**config.mk**
```make
export PLATFORM = sky130hd
export DESIGN_NAME = led_pattern_ctrl
export DESIGN_NICKNAME = d
export VERILOG_FILES = /design/src/rtl/led_pattern_ctrl.sv
export SDC_FILE = /design/constraint.sdc
export NUM_CORES = 1
export LEC_CHECK = 0
export BUFFER_PORTS_ARGS = -buffer_cell sky130_fd_sc_hd__buf_2
export CORE_UTILIZATION = 35
export CTS_BUF_LIST = sky130_fd_sc_hd__clkbuf_2
export DETAILED_ROUTE_END_ITERATION = 10
export PLACE_DENSITY_LB_ADDON = 0.1
export SYNTH_ARGS = -nofsm -noshare
export SYNTH_HDL_FRONTEND = slang
export SYNTH_SLANG_ARGS = --single-unit
```
**constraint.sdc**
```tcl
create_clock -name clk -period 4.4 [get_ports clk]
set_input_delay 0.66 -clock clk [delete_from_list [all_inputs] [get_ports clk]]
set_output_delay 0.66 -clock clk [all_outputs]
set_load 0.01 [all_outputs]
```
**src/rtl/led_pattern_ctrl.sv**
```systemverilog
// LED pattern controller: per-channel on/off/blink modes with PWM brightness,
// configured through independent ASHI read and write channels.
//
// Handshake: a request is accepted in the cycle its strobe (ashi_read or
// ashi_write) is high while the matching FSM is IDLE. The response is driven
// for exactly the following cycle (RESP / COMMIT), during which *_idle is low.
// Outside that response cycle the response outputs read as zero.
module led_pattern_ctrl #(
  parameter int LED_COUNT  = 4,
  parameter int CLOCK_FREQ = 100000000,
  parameter int PWM_BITS   = 8
) (
  input  logic                 clk,
  input  logic                 resetn,
  output logic [LED_COUNT-1:0] LED,
  input  logic [31:0]          ashi_waddr,
  input  logic [31:0]          ashi_wdata,
  input  logic                 ashi_write,
  output logic [1:0]           ashi_wresp,
  output logic                 ashi_widle,
  input  logic [31:0]          ashi_raddr,
  input  logic                 ashi_read,
  output logic [31:0]          ashi_rdata,
  output logic [1:0]           ashi_rresp,
  output logic                 ashi_ridle
);

  localparam int DIV = CLOCK_FREQ / 1000;
  localparam int PRE_W = (DIV > 1) ? $clog2(DIV) : 1;
  localparam logic [PRE_W-1:0] PRE_MAX = PRE_W'(DIV - 1);
  localparam logic [4:0] IDX_CTRL = 5'd30;
  localparam logic [4:0] IDX_ID = 5'd31;
  localparam logic [1:0] RESP_OKAY = 2'd0;
  localparam logic [1:0] RESP_SLVERR = 2'd2;
  localparam logic [1:0] RESP_DECERR = 2'd3;
  localparam logic [31:0] ID_VAL = {16'hB11C, 8'(LED_COUNT), 8'(PWM_BITS)};

  typedef enum logic { R_IDLE, R_RESP } rstate_e;
  typedef enum logic { W_IDLE, W_COMMIT } wstate_e;

  rstate_e rstate_q, rstate_d;
  wstate_e wstate_q, wstate_d;
  logic [4:0]  ridx_q, ridx_d;
  logic [4:0]  widx_q, widx_d;
  logic [31:0] wdata_q, wdata_d;

  logic [31:0]          chan_q [LED_COUNT];
  logic [LED_COUNT-1:0] ch_wr;
  logic                 sync_wr;
  logic [PRE_W-1:0]     pre_q;
  logic                 ms_tick;
  logic [PWM_BITS-1:0]  pwm_q;
  logic [LED_COUNT-1:0] led_d;

  // Only addr[6:2] selects a register; the rest is deliberately ignored.
  logic unused_addr_bits;
  assign unused_addr_bits = ^{ashi_raddr[31:7], ashi_raddr[1:0],
                              ashi_waddr[31:7], ashi_waddr[1:0]};

  assign ashi_ridle = !ashi_read && (rstate_q == R_IDLE);
  assign ashi_widle = !ashi_write && (wstate_q == W_IDLE);

  // Read FSM state and latched index.
  always_ff @(posedge clk) begin
    if (!resetn) begin
      rstate_q <= R_IDLE;
      ridx_q   <= '0;
    end else begin
      rstate_q <= rstate_d;
      ridx_q   <= ridx_d;
    end
  end

  // Read FSM: accept in IDLE, drive data/response for one RESP cycle.
  always_comb begin
    rstate_d   = rstate_q;
    ridx_d     = ridx_q;
    ashi_rdata = '0;
    ashi_rresp = RESP_OKAY;
    case (rstate_q)
      R_IDLE: begin
        if (ashi_read) begin
          ridx_d   = ashi_raddr[6:2];
          rstate_d = R_RESP;
        end
      end
      R_RESP: begin
        rstate_d = R_IDLE;
        if (ridx_q == IDX_ID) begin
          ashi_rdata = ID_VAL;
        end else if (ridx_q != IDX_CTRL) begin
          ashi_rresp = RESP_DECERR;
          for (int i = 0; i < LED_COUNT; i++) begin
            if (ridx_q == 5'(i)) begin
              ashi_rdata = chan_q[i];
              ashi_rresp = RESP_OKAY;
            end
          end
        end
      end
      default: rstate_d = R_IDLE;
    endcase
  end

  // Write FSM state plus latched index and data.
  always_ff @(posedge clk) begin
    if (!resetn) begin
      wstate_q <= W_IDLE;
      widx_q   <= '0;
      wdata_q  <= '0;
    end else begin
      wstate_q <= wstate_d;
      widx_q   <= widx_d;
      wdata_q  <= wdata_d;
    end
  end

  // Write FSM: accept in IDLE, commit and respond in the COMMIT cycle.
  always_comb begin
    wstate_d   = wstate_q;
    widx_d     = widx_q;
    wdata_d    = wdata_q;
    ashi_wresp = RESP_OKAY;
    ch_wr      = '0;
    sync_wr    = 1'b0;
    case (wstate_q)
      W_IDLE: begin
        if (ashi_write) begin
          widx_d   = ashi_waddr[6:2];
          wdata_d  = ashi_wdata;
          wstate_d = W_COMMIT;
        end
      end
      W_COMMIT: begin
        wstate_d = W_IDLE;
        if (widx_q == IDX_ID) begin
          ashi_wresp = RESP_SLVERR;
        end else if (widx_q == IDX_CTRL) begin
          sync_wr = wdata_q[0];
        end else begin
          ashi_wresp = RESP_DECERR;
          for (int i = 0; i < LED_COUNT; i++) begin
            if (widx_q == 5'(i)) begin
              ch_wr[i]   = 1'b1;
              ashi_wresp = RESP_OKAY;
            end
          end
        end
      end
      default: wstate_d = W_IDLE;
    endcase
  end

  // Channel configuration registers, updated only in COMMIT.
  always_ff @(posedge clk) begin
    if (!resetn) begin
      for (int i = 0; i < LED_COUNT; i++) chan_q[i] <= '0;
    end else begin
      for (int i = 0; i < LED_COUNT; i++) begin
        if (ch_wr[i]) chan_q[i] <= wdata_q;
      end
    end
  end

  assign ms_tick = (pre_q == PRE_MAX);

  // Millisecond prescaler; a sync write restarts it from zero.
  always_ff @(posedge clk) begin
    if (!resetn) begin
      pre_q <= '0;
    end else if (sync_wr || ms_tick) begin
      pre_q <= '0;
    end else begin
      pre_q <= pre_q + PRE_W'(1);
    end
  end

  // Free-running PWM ramp shared by all channels.
  always_ff @(posedge clk) begin
    if (!resetn) begin
      pwm_q <= '0;
    end else if (sync_wr) begin
      pwm_q <= '0;
    end else begin
      pwm_q <= pwm_q + PWM_BITS'(1);
    end
  end

  for (genvar g = 0; g < LED_COUNT; g++) begin : g_ch
    logic [15:0]         hp_eff;
    logic [15:0]         cnt_q;
    logic                phase_q;
    logic [PWM_BITS-1:0] duty;
    logic                lit;

    // A half-period of 0 is treated as 1 ms.
    assign hp_eff = (chan_q[g][31:16] == 16'd0) ? 16'd1 : chan_q[g][31:16];
    assign duty   = chan_q[g][8 +: PWM_BITS];
    assign lit    = (chan_q[g][1:0] == 2'd0) ? 1'b0 :
                    (chan_q[g][1:0] == 2'd1) ? 1'b1 :
                    (chan_q[g][1:0] == 2'd2) ? phase_q : ~phase_q;
    assign led_d[g] = lit && ((duty == '1) || (pwm_q < duty));

    // Blink timer: a commit clear takes priority over a coincident tick.
    always_ff @(posedge clk) begin
      if (!resetn) begin
        cnt_q   <= '0;
        phase_q <= 1'b1;
      end else if (ch_wr[g] || sync_wr) begin
        cnt_q   <= '0;
        phase_q <= 1'b1;
      end else if (ms_tick) begin
        if (({1'b0, cnt_q} + 17'd1) >= {1'b0, hp_eff}) begin
          cnt_q   <= '0;
          phase_q <= ~phase_q;
        end else begin
          cnt_q <= cnt_q + 16'd1;
        end
      end
    end
  end

  // Registered LED drive.
  always_ff @(posedge clk) begin
    if (!resetn) begin
      LED <= '0;
    end else begin
      LED <= led_d;
    end
  end

endmodule

```
==> results of run 1 <==
==> area by class of cell <==
| class | instances | area (um2) | area share [%] |
|---|---|---|---|
| Antenna cell | 2 | 5.00 | 0.0287 |
| Clock buffer | 121 | 606 | 3.47 |
| Clock inverter | 19 | 140 | 0.803 |
| Inverter | 110 | 413 | 2.36 |
| Multi-Input combinational cell | 1127 | 7830 | 44.9 |
| Sequential cell | 269 | 6670 | 38.2 |
| Tap cell | 577 | 722 | 4.13 |
| Timing Repair Buffer | 158 | 1070 | 6.15 |
==> through the flow <==
stage | hold slack [ps] | instances | setup slack [ps] | util (%) | cell area, um2
floorplan | 430 | 1588 | 720 | - | 15200
global placement | 445 | 2199 | 603 | 38.5 | 16300
detailed placement | 463 | 2199 | 601 | 38.5 | 16300
CTS | 54.9 | 2381 | 403 | 41.2 | 17500
global route | 74.3 | 2383 | 36.5 | 41.3 | 17500
finish | 181 | 2383 | 480 | 41.3 | 17500
==> placed cells by master, fill, tap and decap left out, types with 8 or more instances in the layout <==
cell / count
dlygate4sd3_1: 42
and2_1: 103
buf_4: 29
xor2_1: 30
nand4_1: 47
o21ai_0: 22
buf_2: 87
clkinv_1: 11
nor4_1: 19
o22ai_1: 8
ha_1: 98
nor3_1: 23
nand3_1: 77
nand2_1: 195
mux2i_1: 10
a21o_1: 25
inv_1: 109
edfxtp_1: 128
xnor2_1: 41
and4_1: 14
clkbuf_2: 121
a31oi_1: 18
mux4_2: 32
nand2b_1: 12
dfxtp_1: 139
a21boi_0: 10
a22o_2: 8
and3_1: 78
nor2_1: 64
a21oi_1: 98
==> layer usage <==
metal | vias up | GRT usage [%] | share of wire, %
li1 | 6050 | - | -
met1 | 6057 | 28.8 | 48
met2 | 271 | 33.3 | 46
met3 | 71 | 4.45 | 4.5
met4 | 0 | 6.70 | 2.2
met5 | - | 0 | 0
==> path summary, 6_finish.rpt <==
check | endpoint | slack [ps]
hold reg to reg | pre_q[0]$_SDFF_PP0_ | 480
setup / recovery | g_ch[3].cnt_q[3]$_SDFFE_PP0N_ | 480
setup reg to reg | g_ch[3].cnt_q[3]$_SDFFE_PP0N_ | 480
hold / removal | LED[3]$_SDFF_PN0_ | 180
==> tightest hold or removal path, stage by stage <==
cell and delay (ps):
buf_2 280, nand3_1 140, a21oi_1 40
==> flip-flops by register name (all words and copies together) (netlist names) <==
register / count
g_ch.cnt_q: 64
rstate_q: 1
chan_q: 128
pre_q: 17
wstate_q: 1
wdata_q: 32
LED: 4
widx_q: 5
ridx_q: 5
pwm_q: 8
g_ch.phase_q: 4
==> where the power goes <==
group	leakage (uW)	internal (uW)	switching [uW]
sequential	0.00248	2700	105
clock	0.000574	851	1170
combinational	0.00436	193	253
==> repair_timing <==
| action | in CTS | in global routing |
|---|---|---|
| hold buffers | 42 | 0 |
| setup buffers | 0 | 0 |
| endpoints found under the hold margin | 42 | 0 |
==> logic make-up after synthesis <==
| logic type | share of synthesized area, % |
|---|---|
| and+or+nand+nor | 23.6 |
| DFF | 43.9 |
| AOI/OAI and AO/OA | 9.87 |
| buffers and inverters | 4.99 |
| adders and majority gates | 8.08 |
| xor gates and xnor gates | 4.10 |
| muxes | 5.41 |
==> metrics.cfg, run 1 <==
[grt]
antenna_found_initial = 2
grt-ovfl-total = 0
grt_pass1_wl_mm = 71.4
grt_pass1_vias = 12280
gr-usage-all-layers_pct = 21.1
grt_max_degree = 56

[die]
dieArea_um2 = 44200
rows = 75
fp.dieW_um = 210
start_util_pct = 35.9
io_pins = 142
coreArea_um2 = 42300
die_y_um = 210

[place]
portBuffers = 87
gp_congestion = 0.813
hpwlAfterDp_mm = 31.6

[worst_setup_path]
path_buf_inv = 1
cp.arrival_ps = 4850
timing.rr.start = g_ch[3].cnt_q[0]$_SDFFE_PP0N_
cp.depth = 13
critPathLaunch = g_ch[3].cnt_q[0]$_SDFFE_PP0N_
path_max_fanout = 12
critPathLaunchType = register
rr_worst_depth = 13
setup.worst_path.class = register to register
slowest_stage = a221oi_1
crit_required_ps = 5330
endpoint_kind = register
critical_path.most_common_cell = ha_1
worstPathCellList = ha_1 > nand3_2 > nor3_1 > and3_1 > xor2_1 > ha_1 > a21oi_1 > o21ai_0 > a221o_1 > a221oi_1 > buf_4 > and3_4 > a22o_2
cp_top_family = compound AO/OA/AOI/OAI gates
max_stage_delay_ps = 470

[clock_tree]
clock_sink_count = 269
cts_root_buffer = clkbuf_2
cts_buffer_depth = 3
clock_latency_ps = 1060
clk_pin_slew_ps = 110
cts_tree = done
post_cts_resized = 0
htreeDepth = 3
cts_buffers = 78

[synthesis]
ys_seq_elements = 269
synth_commonest_cells = nand2_1 (195), dfxtp_1 (141), edfxtp_1 (128)
netlist_instances = 1588
synth_edf_count = 128
avgSynthCellArea_um2 = 9.56
synth_top_area_cell = edfxtp_1
synth_area_um2 = 15200
synthDistinctLibCells = 69
synth_top_area_share_pct = 25.3
synthArstFlopShare_pct = 0
synthMostInstantiatedCell = nand2_1
yosys_warnings = 0
synth_nets = 1786
synthTopCellsByArea = edfxtp_1 (25%), dfxtp_1 (19%), ha_1 (8.1%)
synth_ff_type = dfxtp_1
yosysSeqAreaShare_pct = 43.9

[final_layout]
areaGrowthSynthToFinish_pct = 15.0
final_nets = 1942
drive_gt1_share_pct = 17.8
fillers = 4276

[min_path]
worstHoldStart = resetn
hp-class = input port to register
hold_depth = 3

[drt]
detail_route.wirelength_mm = 45.9
route.detailed.drc = 0
drt_pass1_iterations = 6
dr_total_vias = 12449
ant_nets = 0
vias_per_cell = 5.22
dr.first_iter.drc_count = 766
wl_per_cell_um = 19.3

[sta]
setup_tns_ps = 0
hold_viol_final = 0
skew_ps = 96.1
finalCritPeriodShare_pct = 89.1
rsz0062_at_grt = false
fin_crit_ps = 3920
maxSlewViolCount = 0
tightestPinTransition_ps = 961
timing.final.setup_violations = 0
timing.fmax_mhz = 255
relSlewSlack_pct = 35.8

[power]
p_leak_uw = 0.00742
peakVddDrop_mv = 0.157
p_total_uw = 5270
powerDensity_nw_per_um2 = 302

[status]
outcome = completed

[run]
cap_violations = 0

No activity file was read; power rests on OpenSTA's default activity.
==> inputs of run 2 (changes only) <==
Settings changed: CELL_PAD_IN_SITES_DETAIL_PLACEMENT from default to 1, CELL_PAD_IN_SITES_GLOBAL_PLACEMENT from default to 2.
==> metrics.cfg, run 2 (synthesis results as in run 1) <==
[worst_setup_path]
critPathLaunch = g_ch[0].cnt_q[0]$_SDFFE_PP0N_
critPathLaunchType = register
endpoint_kind = register
setup.worst_path.class = register to register
timing.rr.start = g_ch[0].cnt_q[0]$_SDFFE_PP0N_
cp.arrival_ps = 4720
crit_required_ps = 5240
path_max_fanout = 20

[clock_tree]
cts_buffer_depth = 3
cts_root_buffer = clkbuf_2
clk_pin_slew_ps = 100
htreeDepth = 3
cts_tree = done
clock_latency_ps = 980
clock_sink_count = 269
cts_buffers = 81

[grt]
gr-usage-all-layers_pct = 21.9
grt-ovfl-total = 0
grt_pass1_vias = 12885
grt_max_degree = 56
met2_usage_pct = 34.2
antenna_found_initial = 1
top_usage_layer = met2
use_met3_pct = 3.52
grtUsageMet1_pct = 30.9
grt_pass1_wl_mm = 74.2

[final_layout]
largest_reg_flops = 128
drive_gt1_share_pct = 17.8
final_nets = 1948
final_common_cell = nand2_1
reg_top3 = chan_q: 128 flops, g_ch.cnt_q: 64 flops, wdata_q: 32 flops
mostFrequentLayoutCells = nand2_1 (195), dfxtp_1 (139), edfxtp_1 (128)
areaGrowthSynthToFinish_pct = 15.3
largest_register = chan_q

[die]
die_y_um = 210
start_util_pct = 35.9
dieArea_um2 = 44200
rows = 75
coreArea_um2 = 42300
fp.dieW_um = 210
io_pins = 142

[place]
hpwlAfterDp_mm = 34.2
dp_slack_ps = 455
gp_congestion = 0.849
portBuffers = 87

[sta]
fin_crit_ps = 3890
tightestPinTransition_ps = 1060
relSlewSlack_pct = 29.2
fin_ws_ps = 514
timing.fmax_mhz = 257
setup_tns_ps = 0
hold_viol_final = 0
skew_ps = 89.7
timing.final.setup_violations = 0
maxSlewViolCount = 0
finalCritPeriodShare_pct = 88.3
rsz0062_at_grt = false

[drt]
dr.first_iter.drc_count = 740
route.detailed.drc = 0
detail_route.wirelength_mm = 47.6
ant_nets = 0
vias_per_cell = 5.27
dr_total_vias = 12601
wl_per_cell_um = 19.9
drt_pass1_iterations = 5

[power]
p_total_uw = 5280
powerDensity_nw_per_um2 = 302
p_leak_uw = 0.00745
peakVddDrop_mv = 0.155

[status]
outcome = completed

[min_path]
hp-class = input port to register
worstHoldStart = ashi_read

[run]
cap_violations = 0

[run 2: cell types whose count changed in the layout (fill, tap and decap cells not counted), moves of 2 or more]
cell      change
clkinv_2      +2
nor2_1        +3
buf_4         +2
nor2_2        -3
clkinv_1      +4
[run 2: layout make-up]
cell class,count,area [um2]
clock buffer,122,611
tap,577,722
timing repair buffer,161,1110
multi-input combinational,1127,7820
fill,4928,24800
clock inverter,24,161
sequential,269,6670
inverter,110,413
antenna,1,2.50
[run 2: critical path, cell delays in order (launching register included)]
cell,delay [ps]
dfxtp_1,450
ha_1,270
nand3_1,240
nor3b_1,560
nand2_1,130
xnor2_1,230
ha_1,290
a21o_1,190
a221oi_1,320
o21ai_0,170
nor4_2,230
buf_4,300
nand2_1,110
o32ai_1,270
[run 2: per-layer routing]
layer	vias to the layer above	wire, um
met5	-	0
met4	0	1090
met3	80	1980
met1	6195	23300
li1	6059	-
met2	267	21300
[run 2: power by group]
part / internal, uW / total [uW] / leakage, uW / switching [uW]
registers: 2700 / 2800 / 0.00248 / 103
clock network: 863 / 2030 / 0.000587 / 1170
logic: 194 / 451 / 0.00437 / 257
[run 2: what timing repair did]
action,CTS,global route
endpoints found under the hold margin,42,0
resized for setup,0,1
setup buffers,0,0
hold buffers,42,0
endpoints found under the setup margin,0,1
[run 2: per-stage QoR]
stage	hold WS [ps]	util, %	std cells	area, um2
after floorplan	430	-	1588	15200
after global placement	448	38.5	2202	16300
after detailed placement	470	38.5	2202	16300
after CTS	151	41.4	2390	17500
after global routing	187	41.4	2391	17500
final	284	41.4	2391	17500
[run 2: final timing paths]
path / to / depth (start not counted) / slack, ps
hold / removal: rstate_q$_SDFF_PP0_ / 3 / 280
setup / recovery: g_ch[0].cnt_q[15]$_SDFFE_PP0N_ / 13 / 510
hold reg to reg: pre_q[0]$_SDFF_PP0_ / 1 / 490
setup reg to reg: g_ch[0].cnt_q[15]$_SDFFE_PP0N_ / 13 / 510
==> inputs of run 3 (changes only) <==
Clock period 4.4 ns to 4.3 ns, I/O delays scaled along.
==> metrics.cfg, run 3 (synthesis results as in run 1) <==
[place]
portBuffers = 87
gp_congestion = 0.828
hpwlAfterDp_mm = 34.0

[clock_tree]
clock_latency_ps = 1080
post_cts_buffers = 0
cts_tree = done
clk_pin_slew_ps = 100
cts_root_buffer = clkbuf_2
clock_sink_count = 269
cts_hold_buf = 42
post_cts_resized = 0
cts_buffers = 78
cts_buffer_depth = 3
htreeDepth = 3

[die]
io_pins = 142
dieArea_um2 = 44200
start_util_pct = 35.9
fp.dieW_um = 210
die_y_um = 210
coreArea_um2 = 42300
rows = 75

[power]
switching_share_pct = 29.3
p_clk_share_pct = 38.3
pwr-share-comb_pct = 8.5
p_total_uw = 5400
seqPwrFrac_pct = 53.1
p_sw_uw = 1580
internal_power_uw = 3820
peakVddDrop_mv = 0.194
p_leak_uw = 0.00743
powerDensity_nw_per_um2 = 309

[worst_setup_path]
path_max_fanout = 11
crit_required_ps = 5130
r2r-end = g_ch[0].cnt_q[13]$_SDFFE_PP0N_
critPathLaunchType = register
timing.rr.start = g_ch[0].cnt_q[0]$_SDFFE_PP0N_
cp.arrival_ps = 4750
rr_worst_depth = 13
endpoint_kind = register
critPathLaunch = g_ch[0].cnt_q[0]$_SDFFE_PP0N_
setup.worst_path.class = register to register
worst-r2r-setup-slack_ps = 380
endpoint = g_ch[0].cnt_q[13]$_SDFFE_PP0N_

[final_layout]
drive_gt1_share_pct = 17.7
largest_reg_flops = 128
reg_top3 = chan_q: 128 flops, g_ch.cnt_q: 64 flops, wdata_q: 32 flops
areaGrowthSynthToFinish_pct = 15.2
final_nets = 1949
mostFrequentLayoutCells = nand2_1 (195), dfxtp_1 (139), edfxtp_1 (128)
largest_register = chan_q
fillers = 4940
final_common_cell = nand2_1

[sta]
timing.fmax_mhz = 255
relSlewSlack_pct = 18.2
rsz0062_at_grt = false
finalCritPeriodShare_pct = 91.1
hold_viol_final = 0
skew_ps = 158
tightestPinTransition_ps = 1220
maxSlewViolCount = 0
setup_tns_ps = 0
timing.final.setup_violations = 0
fin_crit_ps = 3920
whs_ps = 126

[run]
cap_violations = 0

[drt]
drt_pass1_iterations = 5
ant_nets = 0
wl_per_cell_um = 20.0
dr_total_vias = 12629
dr.first_iter.drc_count = 701
route.detailed.drc = 0
vias_per_cell = 5.29
detail_route.wirelength_mm = 47.9

[grt]
grt_pass1_wl_mm = 74.7
gr-usage-all-layers_pct = 22.1
grt_max_degree = 56
grt_pass1_vias = 13302
antenna_found_initial = 2
grt-ovfl-total = 0

[status]
outcome = completed

[min_path]
hp-class = input port to register

run 3: worst max-delay path: stages, from the launching register on:
cell      delay, ps
dfxtp_1         440
ha_1            260
nand3_1         250
nor3b_1         530
nand2_1         130
xnor2_1         230
ha_1            290
a21o_1          180
a221oi_1        340
o21ai_0         170
nor4_2          300
buf_4           250
nand2_1         100
o32ai_1         280
run 3: power groups by stage:
stage | clock, uW | sequential, uW | combinational (uW)
finish | 2070 | 2870 | 459
global route | 2280 | 2880 | 506
CTS | 2160 | 2870 | 464
detailed placement | 0 | 2930 | 433
global placement | 0 | 2920 | 425
floorplan | 0 | 2860 | 286
run 3: cell type report:
| class | instances | area, um2 | share of cell area, % |
|---|---|---|---|
| multi-input combinational | 1127 | 7820 | 44.7 |
| clock buffer | 118 | 591 | 3.38 |
| clock inverter | 20 | 153 | 0.873 |
| inverter | 110 | 413 | 2.36 |
| sequential | 269 | 6670 | 38.1 |
| timing repair buffer | 165 | 1130 | 6.44 |
| antenna | 2 | 5.00 | 0.0286 |
| tap | 577 | 722 | 4.13 |
run 3: per-stage QoR:
stage | cell area, um2 | worst slack (ps) | util, % | cells
2_1_floorplan | 15200 | 620 | - | 1588
3_3_place_gp | 16300 | 507 | 38.6 | 2206
3_5_place_dp | 16300 | 455 | 38.6 | 2206
4_1_cts | 17500 | 359 | 41.3 | 2386
5_1_grt | 17500 | 64.5 | 41.3 | 2388
6_report | 17500 | 384 | 41.3 | 2388
run 3: worst min path at each step:
stage | from | endpoint | depth (start not counted)
floorplan | pre_q[0]$_SDFF_PP0_ | pre_q[0]$_SDFF_PP0_ | 1
global placement | pre_q[0]$_SDFF_PP0_ | pre_q[0]$_SDFF_PP0_ | 1
detailed placement | pre_q[0]$_SDFF_PP0_ | pre_q[0]$_SDFF_PP0_ | 1
CTS | resetn | chan_q[0][24]$_SDFFCE_PN0P_ | 2
global route | resetn | chan_q[0][24]$_SDFFCE_PN0P_ | 2
finish | resetn | chan_q[0][24]$_SDFFCE_PN0P_ | 2
run 3: per-layer routing:
layer | share of wire (%) | GRT usage, %
met1 | 48 | 29.9
met2 | 45 | 35.0
met3 | 4.3 | 4.62
met4 | 2.5 | 7.25
met5 | 0 | 0
